### config.mk
export PLATFORM = sky130hd
export DESIGN_NAME = sata_link_ctrl
export DESIGN_NICKNAME = d
export VERILOG_FILES = /design/src/rtl/sata_link_ctrl.sv
export SDC_FILE = /design/constraint.sdc
export NUM_CORES = 1
export LEC_CHECK = 0
export CORE_UTILIZATION = 53
export CTS_CLUSTER_SIZE = 24
export DETAILED_ROUTE_END_ITERATION = 8
export HOLD_SLACK_MARGIN = 0.03
export PLACE_DENSITY = 0.74
export SLEW_MARGIN = 20
export SYNTH_ARGS = -nofsm -noshare
export SYNTH_HDL_FRONTEND = slang
export SYNTH_SLANG_ARGS = --single-unit
### constraint.sdc
create_clock -name phyclk -period 2.4 [get_ports phyclk]
set_input_delay 0.48 -clock phyclk [delete_from_list [all_inputs] [get_ports phyclk]]
set_output_delay 0.48 -clock phyclk [all_outputs]
set_load 0.02 [all_outputs]
### src/rtl/sata_link_ctrl.sv
// ---------------------------------------------------------------------------
// sata_link_ctrl
//
// Per-port SATA link bring-up sequencer. It sits between the AHCI port logic
// and one lane of the GTX/GTP PHY wrapper. It holds the lane in phyreset,
// fires the OOB StartComm pulse, times out and retries OOB, and reports an
// SStatus-style DET code together with link-OK status and link-change pulses.
//
// Parameters
//   C_RESET_CYCLES  cycles port_phyreset is held high in RESET (min 1)
//   C_LINK_TIMEOUT  cycles allowed from the StartComm pulse to linkup
//   C_RETRY_DELAY   backoff cycles before an OOB retry (min 1)
//   C_MAX_RETRY     consecutive timeouts before OFFLINE, 0 = retry forever
//
// Ports
//   phyclk         in   sole clock, rising edge
//   phyreset       in   asynchronous active-high reset
//   plllock        in   PHY PLL lock (asynchronous, synchronized here)
//   linkup         in   lane link up (phyclk domain)
//   CommInit       in   device answered COMINIT (phyclk domain)
//   comreset_req   in   one-cycle request to restart bring-up
//   port_disable   in   level, forces the port offline
//   port_phyreset  out  lane phyreset
//   StartComm      out  one-cycle OOB start pulse
//   det            out  0 none, 1 device w/o link, 3 link up, 4 offline
//   link_ok        out  high while the link is established
//   link_change    out  one-cycle pulse whenever link_ok changes
//   retry_cnt      out  consecutive OOB timeouts, saturating at 255
// ---------------------------------------------------------------------------
module sata_link_ctrl #(
    parameter int unsigned C_RESET_CYCLES = 64,
    parameter int unsigned C_LINK_TIMEOUT = 750000,
    parameter int unsigned C_RETRY_DELAY  = 75000,
    parameter int unsigned C_MAX_RETRY    = 0
) (
    input  logic       phyclk,
    input  logic       phyreset,
    input  logic       plllock,
    input  logic       linkup,
    input  logic       CommInit,
    input  logic       comreset_req,
    input  logic       port_disable,
    output logic       port_phyreset,
    output logic       StartComm,
    output logic [3:0] det,
    output logic       link_ok,
    output logic       link_change,
    output logic [7:0] retry_cnt
);

    typedef enum logic [2:0] {
        S_IDLE,
        S_RESET,
        S_COMM,
        S_WAIT_LINK,
        S_LINKED,
        S_BACKOFF,
        S_OFFLINE
    } state_t;

    localparam logic [3:0] DET_NONE    = 4'd0;
    localparam logic [3:0] DET_PRESENT = 4'd1;
    localparam logic [3:0] DET_LINK    = 4'd3;
    localparam logic [3:0] DET_OFFLINE = 4'd4;

    // The counter runs from load value down to 0, so a load of N-1 gives N cycles.
    localparam logic [23:0] RESET_LOAD   = 24'(C_RESET_CYCLES - 1);
    localparam logic [23:0] TIMEOUT_LOAD = 24'(C_LINK_TIMEOUT - 1);
    localparam logic [23:0] BACKOFF_LOAD = 24'(C_RETRY_DELAY - 1);

    state_t      state, next_state;
    logic [23:0] cnt, next_cnt;
    logic [7:0]  next_retry;
    logic [7:0]  retry_inc;
    logic [3:0]  next_det;
    logic        restart;
    logic        plllock_meta, plllock_sync;

    // Two-flop synchronizer for the asynchronous PLL lock.
    always_ff @(posedge phyclk or posedge phyreset) begin
        if (phyreset) begin
            plllock_meta <= 1'b0;
            plllock_sync <= 1'b0;
        end else begin
            // NOTE: non-blocking assignments keep the two stages distinct flops.
            plllock_meta <= plllock;
            plllock_sync <= plllock_meta;
        end
    end

    always_comb begin
        // NOTE: every signal gets a default first, so no path can infer a latch.
        next_state = state;
        next_cnt   = cnt;
        next_retry = retry_cnt;
        next_det   = DET_NONE;
        restart    = 1'b0;
        retry_inc  = (retry_cnt == 8'hFF) ? 8'hFF : retry_cnt + 8'd1;

        if (port_disable) begin
            next_state = S_OFFLINE;
        end else if (!plllock_sync && state != S_OFFLINE) begin
            next_state = S_IDLE;
        end else if (comreset_req && state != S_OFFLINE && state != S_IDLE) begin
            next_state = S_RESET;
            next_retry = 8'd0;
            restart    = 1'b1;
        end else begin
            case (state)
                S_IDLE:      next_state = S_RESET;
                S_RESET: begin
                    if (cnt == 24'd0) next_state = S_COMM;
                    else              next_cnt   = cnt - 24'd1;
                end
                S_COMM:      next_state = S_WAIT_LINK;
                S_WAIT_LINK: begin
                    // linkup beats a simultaneous timeout.
                    if (linkup) begin
                        next_state = S_LINKED;
                        next_retry = 8'd0;
                    end else if (cnt == 24'd0) begin
                        next_retry = retry_inc;
                        if (C_MAX_RETRY != 0 && {24'd0, retry_inc} >= C_MAX_RETRY)
                            next_state = S_OFFLINE;
                        else
                            next_state = S_BACKOFF;
                    end else begin
                        next_cnt = cnt - 24'd1;
                    end
                end
                S_LINKED: begin
                    if (!linkup) next_state = S_BACKOFF;
                end
                S_BACKOFF: begin
                    if (cnt == 24'd0) next_state = S_RESET;
                    else              next_cnt   = cnt - 24'd1;
                end
                S_OFFLINE: begin
                    if (comreset_req) next_state = S_IDLE;
                end
                default:     next_state = S_IDLE;
            endcase
        end

        // Load the shared counter on every state entry; a COMRESET while already
        // in RESET counts as a fresh entry and restarts the full hold time.
        if (next_state != state || restart) begin
            case (next_state)
                S_RESET:     next_cnt = RESET_LOAD;
                S_WAIT_LINK: next_cnt = TIMEOUT_LOAD;
                S_BACKOFF:   next_cnt = BACKOFF_LOAD;
                default:     next_cnt = 24'd0;
            endcase
        end

        // DET follows the state being entered; the "device present" code is
        // sticky for as long as WAIT_LINK lasts.
        case (next_state)
            S_WAIT_LINK: next_det = ((state == S_WAIT_LINK && det == DET_PRESENT) || CommInit)
                                    ? DET_PRESENT : DET_NONE;
            S_LINKED:    next_det = DET_LINK;
            S_OFFLINE:   next_det = DET_OFFLINE;
            default:     next_det = DET_NONE;
        endcase
    end

    // All outputs are registered from next_state so they change on the very
    // edge that enters the new state and can never glitch.
    always_ff @(posedge phyclk or posedge phyreset) begin
        if (phyreset) begin
            state         <= S_IDLE;
            cnt           <= 24'd0;
            port_phyreset <= 1'b1;
            StartComm     <= 1'b0;
            det           <= DET_NONE;
            link_ok       <= 1'b0;
            link_change   <= 1'b0;
            retry_cnt     <= 8'd0;
        end else begin
            state         <= next_state;
            cnt           <= next_cnt;
            port_phyreset <= (next_state == S_IDLE) || (next_state == S_RESET) ||
                             (next_state == S_OFFLINE);
            StartComm     <= (next_state == S_COMM);
            det           <= next_det;
            link_ok       <= (next_state == S_LINKED);
            link_change   <= (next_state == S_LINKED) != (state == S_LINKED);
            retry_cnt     <= next_retry;
        end
    end

endmodule

---- Word-level counts from Yosys, hierarchy flattened ----
Cells that the tools add are included.
word-level totals
  memories kept ........................... 0
  RAM bits ................................ 0
  register bits after elaboration ......... 45
  bits in latches ......................... 0
  output and inout bits ................... 16
  ROM bits ................................ 0
operators by class
  bitwise gates (word level) .............. 2
  equal/unequal tests ..................... 21
  multipliers ............................. 0
  multiplexer cells ....................... 28
  add/sub/neg operators ................... 2
  reduce and logical (&&, ||, !) cells .... 19
  order comparisons ....................... 0
  divide/modulo/power cells ............... 0
  shifts and indexed selects .............. 0
operators with widths
  kind                                                    count
  2-to-1 mux 24 bit                                       6
  case mux 20 bit (3 select lines)                        1
  case mux 24 bit (2 select lines)                        1
  2-to-1 mux 8 bit                                        5
  2-to-1 mux 3 bit                                        9
  logical NOT 24 bit                                      1
  subtractor 24 x 1 -> 24 bit (second input constant)     1
  case mux 3 bit (7 select lines)                         1
  == test 3 bit (second input constant)                   6
  == test 3 x 2 -> 1 bit (second input constant)          4
  case mux 3 bit (3 select lines)                         1
  nonzero test 3 bit                                      3
  adder 8 x 1 -> 8 bit (second input constant)            1
  == test 8 bit (second input constant)                   1
  == test 3 x 1 -> 1 bit (second input constant)          2
  logical NOT 3 bit                                       2
  inequality test 2 x 1 -> 1 bit (second input constant)  3
  inequality test 3 bit (second input constant)           2
  AND reduction 5 bit                                     1
  == test 4 x 1 -> 1 bit (second input constant)          1
  logical AND 1 bit                                       4
  logical OR 1 bit                                        4
  2-to-1 mux 1 bit                                        4
  AND reduction 4 bit                                     1
  other kinds (6)                                         7

---- Depth between registers and ports, before layout ----
  depth in word-level cells ............... 11
  depth in mapped cells ................... 10
  depth with buffers taken out ............ 9

---- Worst setup path after synthesis ----
OpenSTA, ideal clock, no wires.
  kind .................................... flip-flop to flip-flop
  start ................................... register cnt[8]
  end ..................................... register cnt[13]
  clock period less this slack ............ 2.223 ns
  buffers on the path ..................... 0
  setup time .............................. 0.124 ns
  data arrival time ....................... 2.100 ns
  required time ........................... 2.276 ns
  slack ................................... 0.177 ns
  stages on the path, launching flop included .. 8
  cell sequence ........................... dfrtp_1 or4_4 nor4b_4 nand2_2 o21a_4 a2bb2oi_4 a22oi_1 a211o_1
between the ends
  word-level cells in the longest chain between the ends .. 11
  elaborated cells on any way between the ends .. 29
  classes of those cells .................. add/sub: 1; eq/ne: 8; mux: 16; reduce/logical: 4
RTL lines
  what                                                           RTL line       RTL
  start: declaration                                             72             logic [23:0] cnt, next_cnt;
  start signal: assignment                                       181            cnt <= next_cnt;
  logical NOT 24 bit                                             112, 121, 135
  2-to-1 mux 3 bit                                               121            end else if (cnt == 24'd0) begin
  2-to-1 mux 3 bit                                               118            if (linkup) begin
  case mux 3 bit (7 select lines)                                109            case (state)
  2-to-1 mux 3 bit                                               104            end else if (comreset_req && state != S_OFFLINE && state != S_IDLE) begin
  2-to-1 mux 3 bit                                               102            end else if (!plllock_sync && state != S_OFFLINE) begin
  2-to-1 mux 3 bit                                               100            if (port_disable) begin
  inequality test 3 bit                                          147            if (next_state != state || restart) begin
  logical OR 1 bit                                               147
  inequality test 3 bit (no line), or another cell as far along  n/a
  AND reduction 5 bit (no line)                                  n/a
Several ways; a longest one is shown, not always the timed one. The select of a mux whose other input is x is not followed.
A chain may end at the register's enable or synchronous reset.

---- Worst setup path in the final report ----
  start ................................... register cnt[0]
  end ..................................... register cnt[13]
Same word-level chain as after synthesis.

==> impl_metrics.sql <==
INSERT INTO impl_metrics (metric_group, metric, value, unit) VALUES
('floorplan', 'io_pins', '23', ''),
('timing', 'fin_crit', '2.29', 'ns'),
('timing', 'slew-limit-headroom', '39.6', '%'),
('final_layout', 'drive_gt1_share', '22.6', '%'),
('critical_path', 'data_arrival_time_of_the_worst_path', '2.48', 'ns'),
('timing', 'tightest_slew', '0.900', 'ns'),
('run', 'cap_violations', '0', ''),
('power_and_ir_drop', 'post-layout-total-power', '2.90', 'mW'),
('critical_path', 'slowest_stage_cell_cp', 'sky130_fd_sc_hd__dfrtp_1', ''),
('synthesis', 'synth-edff-count', '0', ''),
('clock_tree', 'cts_tree', 'built', ''),
('drt', 'drt_wirelength', '6.73', 'mm'),
('synthesis', 'leading_cell_type_by_number_of_instances_after_synthesis', 'sky130_fd_sc_hd__dfrtp_1', ''),
('global_route', 'grt_start_max_net_pins', '27', ''),
('place', 'placed_cell_area', '3310', 'sq um'),
('floorplan', 'rows', '25', ''),
('synthesis', 'synth_cell_types', '57', ''),
('drt', 'vias', '2536', ''),
('global_route', 'grt_first_pass_wirelength', '11.4', 'mm'),
('timing', 'unrepaired_setup_endpoints_after_global_routing', 'true', ''),
('floorplan', 'initial_core_util', '56.0', '%'),
('place', 'dp_slack', '-0.216', 'ns'),
('synthesis', 'ys.warnings.count', '0', ''),
('synthesis', 'syn_area', '2700', 'sq um'),
('final_layout', 'finish.utilization', '71.6', '%'),
('critical_path', 'end_kind', 'register', ''),
('critical_path', 'crit_top_cell', 'sky130_fd_sc_hd__a211o_1', ''),
('final_layout', 'num_antenna_cells', '0', ''),
('synthesis', 'post_synth_most_frequent_cells', '42 x sky130_fd_sc_hd__dfrtp_1, 30 x sky130_fd_sc_hd__nand2_1, 28 x sky130_fd_sc_hd__nor2_1, 27 x sky130_fd_sc_hd__a21oi_1, 14 x sky130_fd_sc_hd__o21ai_0', ''),
('critical_path', 'timing.critical_path.buf_inv', '1', ''),
('global_route', 'number_of_global_route_vias_before_repair', '2472', ''),
('power_and_ir_drop', 'leakage', '1.48', 'nW'),
('clock_tree', 'ctsHtreeMaxLevel', '2', ''),
('final_layout', 'final.fill_count', '412', ''),
('timing', 'finClkSkew', '0.00480', 'ns'),
('drt', 'postRouteAntennaNets', '0', ''),
('critical_path', 'critPathRequiredTime', '2.59', 'ns'),
('clock_tree', 'clock_insertion_delay_worst_skew', '0.30', 'ns'),
('synthesis', 'synth_sequential_area_ratio', '40.0', '%'),
('synthesis', 'synth_fp_nets', '316', ''),
('synthesis', 'netlist.top_cell.by_area', 'sky130_fd_sc_hd__dfrtp_1', ''),
('critical_path', 'worst_setup_path_start_kind', 'register', ''),
('power_and_ir_drop', 'p_per_area', '840', 'nW/um^2'),
('power_and_ir_drop', 'ir_drop', '0.000506', 'V'),
('drt', 'drt-wirelength-per-cell', '15.2', 'microns'),
('run_status', 'outcome', 'finished, final reports clean', ''),
('timing', 'final_setup_violations', '0', ''),
('clock_tree', 'holdBufCountCts', '0', ''),
('synthesis', 'synth-main-ff-cell', 'sky130_fd_sc_hd__dfrtp_1', ''),
('final_layout', 'syn_to_final_growth', '27.9', '%'),
('clock_tree', 'numClockSinks', '43', ''),
('place', 'port_buffers', '21', ''),
('clock_tree', 'tritoncts.num_buffers', '5', ''),
('drt', 'detail_route.drc_violations', '0', ''),
('floorplan', 'die_height', '73.3', 'microns'),
('clock_tree', 'clock_path_buffers', '2', ''),
('drt', 'dr.first_iter.drc_count', '225', ''),
('synthesis', 'cells_after_synth', '307', ''),
('timing', 'finalHoldViolations', '0', ''),
('global_route', 'grt_util_all_layers', '28.0', '%'),
('timing', 'achievable-frequency', '437', 'MHz'),
('timing', 'hold_ws', '0.366', 'ns'),
('final_layout', 'nNetsFinal', '384', ''),
('final_layout', 'final_cell_area', '3450', 'sq um'),
('synthesis', 'synth_top_cells_by_area', 'sky130_fd_sc_hd__dfrtp_1 39%, sky130_fd_sc_hd__a21oi_1 5.0%, sky130_fd_sc_hd__xor2_1 4.2%', ''),
('critical_path', 'cp_max_stage_delay', '0.38', 'ns'),
('drt', 'vias_per_cell', '5.72', ''),
('global_route', 'grt-ovfl-total', '0', ''),
('global_route', 'antenna_found_initial', '0', ''),
('clock_tree', 'clk_pin_slew_worst_paths', '0.09', 'ns'),
('synthesis', 'postSynthAreaPerCell', '8.78', 'sq um');
[routing by layer]
metal	wire [microns]	GRT usage (%)
met5	0	0
met4	162	12.2
met3	345	5.21
met2	3160	45.9
met1	3060	36.1
[metrics by stage]
step | TNS, ns | cells
CTS | 0 | 443
finish | 0 | 443
detailed placement | -3.40 | 435
global placement | -2.66 | 435
global route | -0.0145 | 443
floorplan | 0 | 307
[worst paths after layout]
path / start / end / cells past startpoint
max: cnt[0] / cnt[13] / 9
min: plllock_meta / plllock_sync / 0
max reg2reg: cnt[0] / cnt[13] / 9
min reg2reg: plllock_meta / plllock_sync / 0
max in group asynchronous: phyreset / cnt[14] / 3
min in group asynchronous: phyreset / retry_cnt[1] / 2
[sequential cells by signal (all words and copies together) (netlist names)]
register and flops:
port_phyreset 1, plllock_meta 1, plllock_sync 1, StartComm 1
link_ok 1, cnt 24, link_change 1, state 3
retry_cnt 8, det 2
[area by class of cell]
type | instances | area, sq um | share of cell area [%]
multi-input combinational | 240 | 1550 | 44.8
clock buffer | 6 | 72.6 | 2.10
sequential | 43 | 1080 | 31.2
timing repair buffer | 76 | 623 | 18.1
clock inverter | 2 | 12.5 | 0.363
tap | 67 | 83.8 | 2.43
inverter | 9 | 33.8 | 0.980
[worst register-to-register path: cells and delay by family (launching register included)]
family          cells  cell delay [ns]
fa+ha+maj           1             0.22
buf+inv             1             0.07
simple gates        3             0.56
compound gates      4             0.96
flops               1             0.38
[power breakdown]
part / total (mW) / internal, mW / switching, mW
combinational: 1.39 / 0.682 / 0.704
clock: 0.469 / 0.204 / 0.265
sequential: 1.04 / 0.870 / 0.172
total: 2.90 / 1.76 / 1.14
[logic make-up after synthesis]
| group | share of synthesized area [%] |
|---|---|
| other | 0.139 |
| buffers and inverters | 4.55 |
| muxes | 0.742 |
| xor gates and xnor gates | 7.80 |
| and+or+nand+nor | 26.8 |
| AOI/OAI and AO/OA | 19.1 |
| DFF | 40.0 |
| adders and majority gates | 0.928 |
[placed cells by master (no fill, tap or decap), types with 2 or more instances in the layout]
cell / count
sky130_fd_sc_hd__dfrtp_1: 42
sky130_fd_sc_hd__or2_2: 2
sky130_fd_sc_hd__buf_4: 55
sky130_fd_sc_hd__and3_1: 2
sky130_fd_sc_hd__nand3_1: 9
sky130_fd_sc_hd__or3_1: 3
sky130_fd_sc_hd__nand4b_1: 2
sky130_fd_sc_hd__nor3_1: 13
sky130_fd_sc_hd__inv_1: 8
sky130_fd_sc_hd__a21o_1: 5
sky130_fd_sc_hd__nor2b_1: 7
sky130_fd_sc_hd__clkdlybuf4s50_1: 21
sky130_fd_sc_hd__xor2_1: 13
sky130_fd_sc_hd__nor2_1: 26
sky130_fd_sc_hd__and3b_1: 2
sky130_fd_sc_hd__clkbuf_8: 5
sky130_fd_sc_hd__and4_1: 3
sky130_fd_sc_hd__mux2i_1: 2
sky130_fd_sc_hd__nand2_1: 30
sky130_fd_sc_hd__a22oi_1: 2
sky130_fd_sc_hd__nand2b_1: 4
sky130_fd_sc_hd__o31ai_1: 4
sky130_fd_sc_hd__a21oi_1: 27
sky130_fd_sc_hd__a211o_1: 4
sky130_fd_sc_hd__o21ai_0: 14
sky130_fd_sc_hd__and2_1: 6
sky130_fd_sc_hd__nor4_1: 6
sky130_fd_sc_hd__xnor2_1: 11
sky130_fd_sc_hd__or4_4: 2
sky130_fd_sc_hd__o211ai_1: 2
sky130_fd_sc_hd__a21oi_2: 2
sky130_fd_sc_hd__nand4_1: 4
sky130_fd_sc_hd__a31oi_1: 5
[repair_timing]
| item | CTS | global route |
|---|---|---|
| cloned | 0 | 0 |
| pin swaps | 1 | 5 |
| buffers inserted | 0 | 0 |
| endpoints found under the setup margin | 5 | 23 |
| hold endpoints to repair | 0 | 0 |
| gates resized for setup | 4 | 8 |
(Power assumes the default switching activity.)
